==> src/rtl/bcd_pkg.sv <==
// Shared definitions for the BCD arithmetic datapath: digit geometry,
// sequencer states and a digit range check.
package bcd_pkg;

   localparam int BCD_W     = 4;
   localparam int BCD_RADIX = 10;

   typedef enum logic [1:0] {
      IDLE,
      SUB,
      FIX,
      DONE
   } state_t;

   function automatic logic bcd_digit_valid(input logic [BCD_W-1:0] digit);
      return digit <= BCD_W'(9);
   endfunction

endpackage

==> src/rtl/bcd_digit_sub.sv <==
// Single-digit BCD subtract with borrow: d = x - y - bin, wrapped into 0..9
// by adding the radix when the raw difference goes negative.
module bcd_digit_sub
   import bcd_pkg::*;
(
   input  logic [BCD_W-1:0] x,
   input  logic [BCD_W-1:0] y,
   input  logic             bin,
   output logic [BCD_W-1:0] d,
   output logic             bout
);

   logic [BCD_W:0] t;

   always_comb begin
      t    = {1'b0, x} - {1'b0, y} - {{BCD_W{1'b0}}, bin};
      bout = t[BCD_W];
      d    = bout ? BCD_W'(t + (BCD_W+1)'(BCD_RADIX)) : t[BCD_W-1:0];
   end

endmodule

==> src/rtl/bcd_serial_subtractor.sv <==
// Digit-serial BCD subtractor returning |a-b| and a sign flag; a negative raw
// result is turned into its magnitude by a second ten's-complement pass.
module bcd_serial_subtractor
   import bcd_pkg::*;
#(
   parameter int DIGITS = 4
) (
   input  logic                      clk,
   input  logic                      rst,
   input  logic                      start,
   input  logic [BCD_W*DIGITS-1:0]   a,
   input  logic [BCD_W*DIGITS-1:0]   b,
   output logic                      busy,
   output logic                      done,
   output logic [BCD_W*DIGITS-1:0]   diff,
   output logic                      negative,
   output logic                      invalid
);

   localparam int W  = BCD_W * DIGITS;
   localparam int CW = $clog2(DIGITS + 1);
   localparam logic [CW-1:0] LAST = CW'(DIGITS - 1);

   state_t          state_q, state_d;
   logic [CW-1:0]   cnt_q, cnt_d;
   logic [W-1:0]    a_q, a_d;
   logic [W-1:0]    b_q, b_d;
   logic [W-1:0]    r_q, r_d;
   logic            borrow_q, borrow_d;
   logic            negative_q, negative_d;
   logic            invalid_q, invalid_d;

   logic [DIGITS-1:0] digit_ok;
   logic [BCD_W-1:0]  dig_x, dig_y, dig_d;
   logic              dig_bout;

   for (genvar gi = 0; gi < DIGITS; gi++) begin : g_valid
      assign digit_ok[gi] = bcd_digit_valid(a[gi*BCD_W +: BCD_W]) &&
                            bcd_digit_valid(b[gi*BCD_W +: BCD_W]);
   end

   bcd_digit_sub u_digit (
      .x    (dig_x),
      .y    (dig_y),
      .bin  (borrow_q),
      .d    (dig_d),
      .bout (dig_bout)
   );

   always_comb begin
      state_d    = state_q;
      cnt_d      = cnt_q;
      a_d        = a_q;
      b_d        = b_q;
      r_d        = r_q;
      borrow_d   = borrow_q;
      negative_d = negative_q;
      invalid_d  = invalid_q;
      dig_x      = a_q[BCD_W-1:0];
      dig_y      = b_q[BCD_W-1:0];

      // The correction pass computes 0 - R, reusing the same digit stage.
      if (state_q == FIX) begin
         dig_x = '0;
         dig_y = r_q[BCD_W-1:0];
      end

      case (state_q)
         IDLE: begin
            if (start) begin
               a_d        = a;
               b_d        = b;
               borrow_d   = 1'b0;
               cnt_d      = '0;
               negative_d = 1'b0;
               invalid_d  = ~&digit_ok;
               state_d    = SUB;
            end
         end
         SUB: begin
            a_d      = a_q >> BCD_W;
            b_d      = b_q >> BCD_W;
            r_d      = W'({dig_d, r_q} >> BCD_W);
            borrow_d = dig_bout;
            cnt_d    = cnt_q + CW'(1);
            if (cnt_q == LAST) begin
               cnt_d = '0;
               if (dig_bout) begin
                  borrow_d   = 1'b0;
                  negative_d = 1'b1;
                  state_d    = FIX;
               end else begin
                  state_d = DONE;
               end
            end
         end
         FIX: begin
            r_d      = W'({dig_d, r_q} >> BCD_W);
            borrow_d = dig_bout;
            cnt_d    = cnt_q + CW'(1);
            if (cnt_q == LAST) begin
               cnt_d   = '0;
               state_d = DONE;
            end
         end
         DONE:    state_d = IDLE;
         default: state_d = IDLE;
      endcase
   end

   always_ff @(posedge clk) begin
      if (rst) begin
         state_q    <= IDLE;
         cnt_q      <= '0;
         a_q        <= '0;
         b_q        <= '0;
         r_q        <= '0;
         borrow_q   <= 1'b0;
         negative_q <= 1'b0;
         invalid_q  <= 1'b0;
      end else begin
         state_q    <= state_d;
         cnt_q      <= cnt_d;
         a_q        <= a_d;
         b_q        <= b_d;
         r_q        <= r_d;
         borrow_q   <= borrow_d;
         negative_q <= negative_d;
         invalid_q  <= invalid_d;
      end
   end

   assign busy     = (state_q != IDLE);
   assign done     = (state_q == DONE);
   assign diff     = r_q;
   assign negative = negative_q;
   assign invalid  = invalid_q;

endmodule

==> config.mk <==
export PLATFORM = sky130hd
export DESIGN_NAME = bcd_serial_subtractor
export DESIGN_NICKNAME = d
export VERILOG_FILES = /design/src/rtl/bcd_pkg.sv /design/src/rtl/bcd_digit_sub.sv /design/src/rtl/bcd_serial_subtractor.sv
export SDC_FILE = /design/constraint.sdc
export NUM_CORES = 1
export LEC_CHECK = 0
export CORE_MARGIN = 2
export CORE_UTILIZATION = 51
export CTS_CLUSTER_SIZE = 28
export DETAILED_ROUTE_END_ITERATION = 12
export PLACE_DENSITY = 0.82
export SYNTH_ARGS = -nofsm -noshare
export SYNTH_HDL_FRONTEND = slang
export SYNTH_SLANG_ARGS = --single-unit
==> constraint.sdc <==
create_clock -name clk -period 4.05 [get_ports clk]
set_input_delay 0.81 -clock clk [delete_from_list [all_inputs] [get_ports clk]]
set_output_delay 0.81 -clock clk [all_outputs]
set_load 0.01 [all_outputs]
==> results.yml <==
run_status:
  status: "finished clean"
drt:
  routed_wl_microns: 5670
  viasPerCell: 5.45
  post_drt_wl_per_cell_microns: 13.7
  drtIter0Drc: 135
  drc: 0
  ant_nets: 0
  first_pass_iters: 4
  vias: 2249
cts:
  htreeDepth: 2
  root_buffer: "clkbuf_8"
  worstSkewPairLatency_ns: 0.32
  clkSinkCount: 56
  cts_buffers: 5
  cts_tree: "done"
  post_cts_buffers: 0
  clock_path_buffers: 2
  holdBufCountCts: 0
  cts_resized: 0
  clk_pin_slew_ns: 0.09
critical_path:
  critPathKind: "register to register"
  reg2reg_slack_ns: 0.79
  crit_required_ns: 4.25
  crit_arrival_ns: 3.46
  crit_path_start_kind: "register"
  endpoint_kind: "register"
  cp_max_fo: 10
placed_design:
  dp_hpwl_microns: 4160
  io_buffers: 54
  place_area_sq_um: 3270
  placed_cells: 405
  gp_congestion: 0.799
die:
  rows: 26
  start_util_pct: 52.9
  die-area_sq_um: 5940
  fp.dieH_microns: 77.0
  fp.coreArea_sq_um: 5140
  die_x_microns: 77.0
  ios: 55
finish:
  drive_gt1_share_pct: 4.66
  num_antenna_cells: 0
  area_growth_syn_to_layout_pct: 24.2
  fin_nets: 390
  final_area_sq_um: 3380
  stdcell_count: 413
synthesis:
  synthCells: 300
  synthTopCellsByArea: "dfxtp_1 (41%), mux2i_1 (15%), nor2_1 (8.3%)"
  synth_top_area_cell: "dfxtp_1"
  yosysWarnings: 0
  synth-seq-area-share_pct: 41.2
  synth_nets: 348
  ys_seq_elements: 56
  synth_cell_types: 34
  synth_area_sq_um: 2720
  avgSynthCellArea_sq_um: 9.07
  synth_top_cell_area_share_pct: 41.2
job:
  maxCapViolations: 0
timing:
  period_minus_slack_ns: 3.26
  maxSlewViolCount: 0
  slew_headroom_pct: 31.0
  setup_viol: 0
  final.setup.tns_ns: 0
  fin_worst_skew_ns: 0.0141
  hold_ws_ns: 0.482
  hold_violations: 0
  grt_setup_unrepaired: "no"
  min_period_over_period_pct: 80.4
  fmax_mhz: 307
  tightest_slew_ns: 1.03
grt:
  grt_pass1_wl_microns: 9750
  grt_max_degree: 58
  gr-total-overflow: 0
  grt_pass1_vias: 2101
  grt_usage_pct: 20.4
  antenna_found_initial: 0
power_and_ir_drop:
  comb_power_share_pct: 53.8
  max-vdd-ir-drop_uv: 311
  switching_share_pct: 40.9
  pwr-share-clk_pct: 14.2
  p_per_area_nw_per_um2: 767
  p_sw_w: 0.00106
  internal_power_w: 0.00153
  seqPwrFrac_pct: 32.1
  p_leak_nw: 1.27
hold_path:
  hold_path.class: "register to register"
cells in the mapped netlist:
master / n
nor4b_1: 1
buf_1: 4
a311oi_1: 2
nand4_1: 1
buf_4: 2
mux2_2: 2
nor3_1: 1
a21oi_1: 17
a22oi_1: 6
nor3b_1: 1
o21ai_0: 11
inv_1: 5
nand3_1: 5
o221ai_1: 1
xor2_1: 3
or3_1: 1
nand2b_1: 9
nor2_1: 60
nand2_1: 5
inv_2: 1
fa_1: 2
o22ai_1: 1
a211oi_1: 24
clkbuf_1: 10
ha_1: 11
buf_2: 5
and2_1: 1
a21oi_2: 1
nor2_2: 1
nor2b_1: 4
a41oi_1: 1
dfxtp_1: 56
xnor2_1: 3
mux2i_1: 42
worst max-delay path: stages (launching register included):
cell and delay, ns:
dfxtp_1 0.44, inv_1 0.11, ha_1 0.34, mux2i_1 0.19, fa_1 0.46, fa_1 0.44, nand2b_1 0.17, a21oi_2 0.19
xnor2_1 0.14, or3_1 0.37, a311oi_1 0.30
logic make-up after synthesis:
family,count (synthesis),share of synthesized area (%)
xor+xnor,6,1.93
compound gates,64,15.3
fa+ha+maj,13,6.53
buf+inv,27,4.23
flops,56,41.2
mux,44,16.3
simple gates,90,14.6
registers in the layout (all words and copies together), names as in the netlist:
register	flops
negative	1
state_q	2
invalid	1
b_q	16
diff	16
borrow_q	1
a_q	16
cnt_q	3
layout by cell type (no fill, tap or decap), types with 2 or more instances in the layout:
master            n
nand2b_1          9
dfxtp_1          56
ha_1             11
inv_1             5
xnor2_1           3
nand2_1           5
a21oi_1          17
fa_1              2
xor2_1            3
nor2_1           59
clkbuf_8          5
o21ai_0          11
clkdlybuf4s50_1  53
a22oi_1           6
buf_4             2
a211oi_1         24
nor2_2            2
mux2_2            2
mux2i_1          42
nand3_1           5
nor2b_1           4
a311oi_1          2
metal layers:
layer / GRT usage, % / vias up / share of wire [%]
met5: 0 / - / 0
met4: 6.25 / 0 / 1.7
met3: 4.82 / 8 / 5.9
met2: 34.4 / 57 / 50
met1: 25.9 / 1043 / 43
li1: - / 1141 / -
through the flow:
stage | utilization [%] | total power (W) | worst slack (ns)
detailed placement | 63.6 | 0.00222 | 0.910
CTS | 65.8 | 0.00261 | 0.751
finish | 65.8 | 0.00259 | 0.795
global route | 65.8 | 0.00283 | 0.513
floorplan | - | 0.00193 | 1.12
global placement | 63.6 | 0.00216 | 0.994
power by group through the flow:
stage | clock network, W | logic [W] | registers, W
finish | 0.000367 | 0.00139 | 0.000831
global route | 0.000401 | 0.00157 | 0.000856
CTS | 0.000372 | 0.00140 | 0.000833
detailed placement | 0 | 0.00138 | 0.000845
global placement | 0 | 0.00133 | 0.000836
floorplan | 0 | 0.00111 | 0.000820
final timing paths:
kind | from | to | cells after the start
hold / removal | borrow_q | borrow_q | 2
setup / recovery | state_q[0] | diff[15] | 10
hold reg to reg | borrow_q | borrow_q | 2
setup reg to reg | state_q[0] | diff[15] | 10
area by class of cell:
class	instances	area, sq um
clock buffers	6	72.6
multi-input cells	217	1490
flip-flops and latches	56	1120
fillers	441	1760
repair buffers	56	551
clock inverters	2	38.8
inverters	6	22.5
well taps	70	87.6
No activity file was read; power rests on OpenSTA's default activity.
